[config.mk]
export PLATFORM = sky130hd
export DESIGN_NAME = mem_recall_ctrl_flat
export DESIGN_NICKNAME = d
export VERILOG_FILES = /design/src/rtl/mem_recall_ctrl_pkg.sv /design/src/rtl/mem_recall_ctrl_if.sv /design/src/rtl/mem_recall_ctrl_timer.sv /design/src/rtl/mem_recall_ctrl.sv /design/src/flat_wrapper.sv
export SDC_FILE = /design/constraint.sdc
export NUM_CORES = 1
export LEC_CHECK = 0
export CORE_ASPECT_RATIO = 1.1
export CORE_UTILIZATION = 49
export CTS_CLUSTER_SIZE = 25
export DETAILED_ROUTE_END_ITERATION = 10
export PLACE_DENSITY = 0.75
export SLEW_MARGIN = 20
export SYNTH_ARGS = -nofsm -noshare
export SYNTH_HDL_FRONTEND = slang
export SYNTH_SLANG_ARGS = --single-unit
[constraint.sdc]
create_clock -name clk -period 1.85 [get_ports clk]
set_input_delay 0.185 -clock clk [delete_from_list [all_inputs] [get_ports clk]]
set_output_delay 0.185 -clock clk [all_outputs]
set_load 0.05 [all_outputs]
[src/rtl/mem_recall_ctrl_pkg.sv]
// Shared types, default button codes and width helpers for the memory-command
// controller. No ports; imported by the interface, the timer and the controller.
package mem_ctrl_pkg;

  localparam int unsigned DEF_BTN_W = 5;

  typedef enum logic {
    IDLE  = 1'b0,
    COUNT = 1'b1
  } state_t;

  localparam logic [DEF_BTN_W-1:0] RECALL_CODE = 5'b10010;
  localparam logic [DEF_BTN_W-1:0] STORE_CODE  = 5'b10001;
  localparam logic [DEF_BTN_W-1:0] CLEAR_CODE  = 5'b10100;

  // Width of the slot index; at least one bit even for a single slot.
  function automatic int unsigned slot_w(input int unsigned slots);
    return (slots <= 1) ? 1 : $clog2(slots);
  endfunction

endpackage

[src/rtl/mem_recall_ctrl_if.sv]
// Button-pulse / memory-command bundle between the input manager (master)
// and the memory-command controller (slave).
//   buttonPulse : one-cycle pulse code, 0 when idle
//   ld_m/st_m/clr_m : one-cycle load/store/clear strobes
//   slot        : selected memory slot
//   pending     : recall selection in progress
interface mem_recall_ctrl_if #(
  parameter int unsigned BTN_W = 5,
  parameter int unsigned SW    = 2
);
  logic [BTN_W-1:0] buttonPulse;
  logic             ld_m;
  logic             st_m;
  logic             clr_m;
  logic [SW-1:0]    slot;
  logic             pending;

  modport master (
    output buttonPulse,
    input  ld_m, st_m, clr_m, slot, pending
  );

  modport slave (
    input  buttonPulse,
    output ld_m, st_m, clr_m, slot, pending
  );
endinterface

[src/rtl/mem_recall_ctrl_timer.sv]
// Reloadable down-counter measuring the multi-press window.
//   clk, reset : clock and synchronous active-high reset
//   load       : reload to WINDOW-1
//   expired    : counter has reached zero
module press_window_timer #(
  parameter int unsigned WINDOW = 16
) (
  input  logic clk,
  input  logic reset,
  input  logic load,
  output logic expired
);
  localparam int unsigned TW = $clog2(WINDOW + 1);

  logic [TW-1:0] timer;

  // Saturates at zero; only consulted by the controller while collecting presses.
  always_ff @(posedge clk) begin
    if (reset) begin
      timer <= '0;
    end else if (load) begin
      timer <= TW'(WINDOW - 1);
    end else if (timer != '0) begin
      timer <= timer - TW'(1);
    end
  end

  assign expired = (timer == '0);

endmodule

[src/rtl/mem_recall_ctrl.sv]
// Memory-command controller: decodes button pulses into registered load,
// store and clear strobes; repeated recall presses within a window select
// one of SLOTS memory slots.
//   clk, reset : clock and synchronous active-high reset
//   bus        : slave side of mem_recall_ctrl_if (buttonPulse in; ld_m,
//                st_m, clr_m, slot, pending out, all registered)
module mem_recall_ctrl #(
  parameter int unsigned          BTN_W       = 5,
  parameter int unsigned          SLOTS       = 4,
  parameter int unsigned          WINDOW      = 16,
  parameter logic [BTN_W-1:0]     RECALL_CODE = BTN_W'(mem_ctrl_pkg::RECALL_CODE),
  parameter logic [BTN_W-1:0]     STORE_CODE  = BTN_W'(mem_ctrl_pkg::STORE_CODE),
  parameter logic [BTN_W-1:0]     CLEAR_CODE  = BTN_W'(mem_ctrl_pkg::CLEAR_CODE)
) (
  input logic              clk,
  input logic              reset,
  mem_recall_ctrl_if.slave bus
);
  import mem_ctrl_pkg::*;

  localparam int unsigned SW = slot_w(SLOTS);

  // Elaboration-time parameter sanity.
  if (RECALL_CODE == STORE_CODE || RECALL_CODE == CLEAR_CODE ||
      STORE_CODE == CLEAR_CODE) begin : g_code_clash
    $error("mem_recall_ctrl: button codes must be pairwise distinct");
  end
  if (SLOTS < 1 || WINDOW < 1) begin : g_param_range
    $error("mem_recall_ctrl: SLOTS and WINDOW must be at least 1");
  end

  state_t        state;
  logic [SW-1:0] presses;
  logic [SW-1:0] slot_q;
  logic          ld_q, st_q, clr_q, pending_q;
  logic          is_recall, is_store, is_clear;
  logic          timer_expired;

  assign is_recall = (bus.buttonPulse == RECALL_CODE);
  assign is_store  = (bus.buttonPulse == STORE_CODE);
  assign is_clear  = (bus.buttonPulse == CLEAR_CODE);

  // Every recall press (re)opens the window.
  press_window_timer #(.WINDOW(WINDOW)) u_timer (
    .clk     (clk),
    .reset   (reset),
    .load    (is_recall),
    .expired (timer_expired)
  );

  // Command FSM with registered strobes; strobes default low each cycle.
  always_ff @(posedge clk) begin
    if (reset) begin
      state     <= IDLE;
      presses   <= '0;
      slot_q    <= '0;
      ld_q      <= 1'b0;
      st_q      <= 1'b0;
      clr_q     <= 1'b0;
      pending_q <= 1'b0;
    end else begin
      ld_q  <= 1'b0;
      st_q  <= 1'b0;
      clr_q <= 1'b0;
      unique case (state)
        IDLE: begin
          if (is_recall) begin
            state     <= COUNT;
            presses   <= '0;
            pending_q <= 1'b1;
          end else if (is_store) begin
            st_q <= 1'b1;
          end else if (is_clear) begin
            clr_q  <= 1'b1;
            slot_q <= '0;
          end
        end
        COUNT: begin
          // A recall on the expiry cycle extends the window instead of firing.
          if (is_recall) begin
            presses <= (presses == SW'(SLOTS - 1)) ? '0 : presses + SW'(1);
          end else if (is_clear) begin
            clr_q     <= 1'b1;
            slot_q    <= '0;
            state     <= IDLE;
            pending_q <= 1'b0;
          end else if (timer_expired) begin
            ld_q      <= 1'b1;
            slot_q    <= presses;
            state     <= IDLE;
            pending_q <= 1'b0;
          end
        end
        default: state <= IDLE;
      endcase
    end
  end

  assign bus.ld_m    = ld_q;
  assign bus.st_m    = st_q;
  assign bus.clr_m   = clr_q;
  assign bus.slot    = slot_q;
  assign bus.pending = pending_q;

endmodule

[src/flat_wrapper.sv]
// flat-port wrapper written by rule: the top's interface ports become plain ports
module mem_recall_ctrl_flat import mem_ctrl_pkg::*;
#(
  parameter int unsigned          BTN_W       = 5,
  parameter int unsigned          SLOTS       = 4,
  parameter int unsigned          WINDOW      = 16,
  parameter logic [BTN_W-1:0]     RECALL_CODE = BTN_W'(mem_ctrl_pkg::RECALL_CODE),
  parameter logic [BTN_W-1:0]     STORE_CODE  = BTN_W'(mem_ctrl_pkg::STORE_CODE),
  parameter logic [BTN_W-1:0]     CLEAR_CODE  = BTN_W'(mem_ctrl_pkg::CLEAR_CODE)
)
  (clk, reset, bus_buttonPulse, bus_ld_m, bus_st_m, bus_clr_m, bus_slot, bus_pending);
  mem_recall_ctrl_if #(.BTN_W(BTN_W), .SW(2)) bus_i ();
  input logic clk;
  input logic reset;
  input wire logic [$bits(bus_i.buttonPulse)-1:0] bus_buttonPulse;
  output wire logic [$bits(bus_i.ld_m)-1:0] bus_ld_m;
  output wire logic [$bits(bus_i.st_m)-1:0] bus_st_m;
  output wire logic [$bits(bus_i.clr_m)-1:0] bus_clr_m;
  output wire logic [$bits(bus_i.slot)-1:0] bus_slot;
  output wire logic [$bits(bus_i.pending)-1:0] bus_pending;
  assign bus_i.buttonPulse = bus_buttonPulse;
  assign bus_ld_m = bus_i.ld_m;
  assign bus_st_m = bus_i.st_m;
  assign bus_clr_m = bus_i.clr_m;
  assign bus_slot = bus_i.slot;
  assign bus_pending = bus_i.pending;
  mem_recall_ctrl #(.BTN_W(BTN_W), .SLOTS(SLOTS), .WINDOW(WINDOW), .RECALL_CODE(RECALL_CODE), .STORE_CODE(STORE_CODE), .CLEAR_CODE(CLEAR_CODE)) u_core (.clk(clk), .reset(reset), .bus(bus_i));
endmodule
==> reports/results.tsv <==
metric	value	unit
postCtsSetupBuffers	0	
p_per_area	1070	nW/um^2
tritoncts	done	
drcViolationCount	0	
cts_hold_buf	0	
max-vdd-ir-drop	0.834	mV
slew_headroom	64.4	%
worstHoldStart	u_core.bus.slot[0]	
tightest_slew	533	ps
dr_wl_met3	64	um
routed_wl	1.37	mm
cts_buffers	3	
fin_crit	1700	ps
crit_required	2060	ps
clock_path_buffers	2	
antenna_cells	0	
drv_cap	0	
synth_nets	89	
dpl-instance-area	911	sq um
rows	14	
r2r-start	u_core.u_timer.timer[0]	
hp-class	reg -> reg	
initial_core_util	52.7	%
rsz0062_at_grt	no	
status	completed	
hold_violations	0	
synth_top_area_cell	dfxtp_1	
gp_congestion	0.718	
place_hpwl	1.04	mm
port_buffers	12	
grt_use_total	21.2	%
cts_htree_levels	1	
fin_crit_sh	91.7	%
p_leak	0.373	nW
synthesis.instances	77	
synth_ff_type	dfxtp_1	
wl_per_cell	11.9	um
netlist.area_leader.share	39.0	%
drtIter0Drc	7	
grt_start_max_net_pins	17	
avgSynthCellArea	9.34	sq um
post_cts_resized	0	
synth_edf_count	0	
dr_wl_met2	638	um
io_pins	13	
ys_ff_latch	14	
finalPower	1.02	mW
fin_hold_ws	479	ps
vias_per_cell	5.41	
core_area	1370	sq um
top_layer_used	met4	
synth_area	719	sq um
wl_met1	654	um
die_h	42.2	um
yosys_warnings	0	
cp_max_fo	3	
fin_area	950	sq um
ys_async_sr_fraction	0	%
final_nets	112	
start_kind	primary input	
grt_overflow_total	0	
yosysUniqueCellTypes	29	
die_area	1630	sq um
syn2layout_area_growth	32.0	%
ys_seq_area_share	39.0	%
clock-sinks	14	
root_buffer	clkbuf_4	
grt_pass1_vias	566	
postRouteAntennaNets	0	
rrSetupSlack	230	ps
dr.pass1.iters	6	
antenna_found_initial	0	
r2r_cells	6	
reg2reg_to	u_core.u_timer.timer[2]	
worstPathArrival	1910	ps
fp.dieW	38.5	um
clk_latency	280	ps
clock_skew	3.93	ps
maxSlewViolCount	0	
num_vias	622	
setup_viol	0	
min_path_cells	2	
worst_hold_path.endpoint	u_core.bus.slot[0]	
layout-drive-gt1-share	21.2	%
fmax	0.589	GHz
path_class	in -> reg	
grt_pass1_wl	2.38	mm
clk_pin_slew_worst_paths	90	ps
synthTopCellsByArea	dfxtp_1 39%, ha_1 8.7%, a21oi_1 7.0%	
endpoint_kind	flop	
-- per-stage QoR --
step                setup WS [ps]  util (%)  TNS (ps)  cells
floorplan                     292         -         0     77
global placement            -83.1      66.7      -158    111
detailed placement           -137      66.7      -278    111
CTS                           155      69.3         0    115
global route                 14.3      69.5         0    115
finish                        153      69.5         0    115
-- per-layer routing --
metal / track usage [%] / up-vias
li1: - / 317
met1: 26.9 / 280
met2: 30.3 / 23
met3: 6.38 / 2
met4: 13.1 / 0
met5: 0 / -
-- state kept, by name, indices dropped and copies added, names as in the netlist --
signal,flops
u_core.state,1
u_core.bus.pending,1
u_core.u_timer.timer,5
u_core.bus.slot,2
u_core.bus.clr_m,1
u_core.bus.ld_m,1
u_core.bus.st_m,1
u_core.presses,2
-- cell families (layout without fill, tap and decap cells) --
logic type	Yosys count	count (layout)	share of synthesized area, %
simple gates	31	31	28.5
buf+inv	7	29	3.83
flops	14	14	39.0
mux	3	3	4.35
xor+xnor	1	1	1.22
compound gates	16	16	14.4
fa+ha+maj	5	5	8.70
-- how the worst max path moves through the flow --
stage / from / to / slack, ps / cells past startpoint
after floorplan: bus_buttonPulse[0] / u_core.presses[0] / 290 / 6
after global placement: bus_buttonPulse[4] / u_core.presses[0] / -80 / 7
after detailed placement: bus_buttonPulse[4] / u_core.presses[0] / -140 / 7
after CTS: bus_buttonPulse[4] / u_core.presses[0] / 150 / 7
after global routing: bus_buttonPulse[4] / u_core.presses[0] / 10 / 7
final: bus_buttonPulse[4] / u_core.presses[0] / 150 / 7
-- where the power goes --
| group | internal [mW] | switching (mW) | leakage [nW] |
|---|---|---|---|
| sequential | 0.347 | 0.0466 | 0.114 |
| combinational | 0.209 | 0.191 | 0.238 |
| clock | 0.120 | 0.107 | 0.0210 |
| total | 0.675 | 0.345 | 0.373 |
-- layout make-up --
class | count | area (sq um)
tap | 16 | 20.0
multi-input combinational | 56 | 414
clock buffer | 4 | 36.3
sequential | 14 | 280
timing repair buffer | 20 | 180
fill | 122 | 417
inverter | 5 | 18.8
-- cells in the final DEF, fill, tap and decap left out --
master / netlist / layout
a21o_1: 1 / 1
a21oi_1: 10 / 10
a221oi_4: 1 / 1
buf_4: 0 / 8
clkbuf_4: 0 / 3
clkbuf_8: 0 / 1
clkdlybuf4s50_1: 0 / 12
dfxtp_1: 14 / 14
ha_1: 5 / 5
inv_1: 3 / 3
inv_2: 2 / 2
mux2_2: 1 / 1
mux2i_1: 2 / 2
nand2_1: 8 / 8
nand2_2: 1 / 1
nand2b_1: 2 / 2
nand3_1: 2 / 2
nand3b_2: 1 / 1
nand4b_1: 2 / 2
nor2_1: 2 / 1
nor2_2: 0 / 1
nor2b_1: 2 / 2
nor3_1: 4 / 4
nor3b_2: 1 / 1
nor4_1: 1 / 1
nor4b_1: 1 / 1
nor4b_4: 1 / 1
o21ai_0: 2 / 2
o21ai_1: 2 / 2
or3_1: 1 / 1
or4b_1: 2 / 2
xnor2_1: 1 / 1
-- synth_stat cells, types with 2 or more instances --
cell and instances:
ha_1 5, nand2b_1 2, nor2b_1 2, mux2i_1 2, nor3_1 4, inv_1 3, o21ai_0 2, dfxtp_1 14
nand4b_1 2, o21ai_1 2, nor2_1 2, or4b_1 2, a21oi_1 10, nand3_1 2, nand2_1 8, inv_2 2
-- worst max-delay path, cell delays in order --
cell and delay (ps):
clkdlybuf4s50_1 470, nor3b_2 210, nand3b_2 130, ha_1 230
nor2_2 120, or4b_1 430, a21oi_1 130
Note: power is estimated with default switching activity, not from simulation.
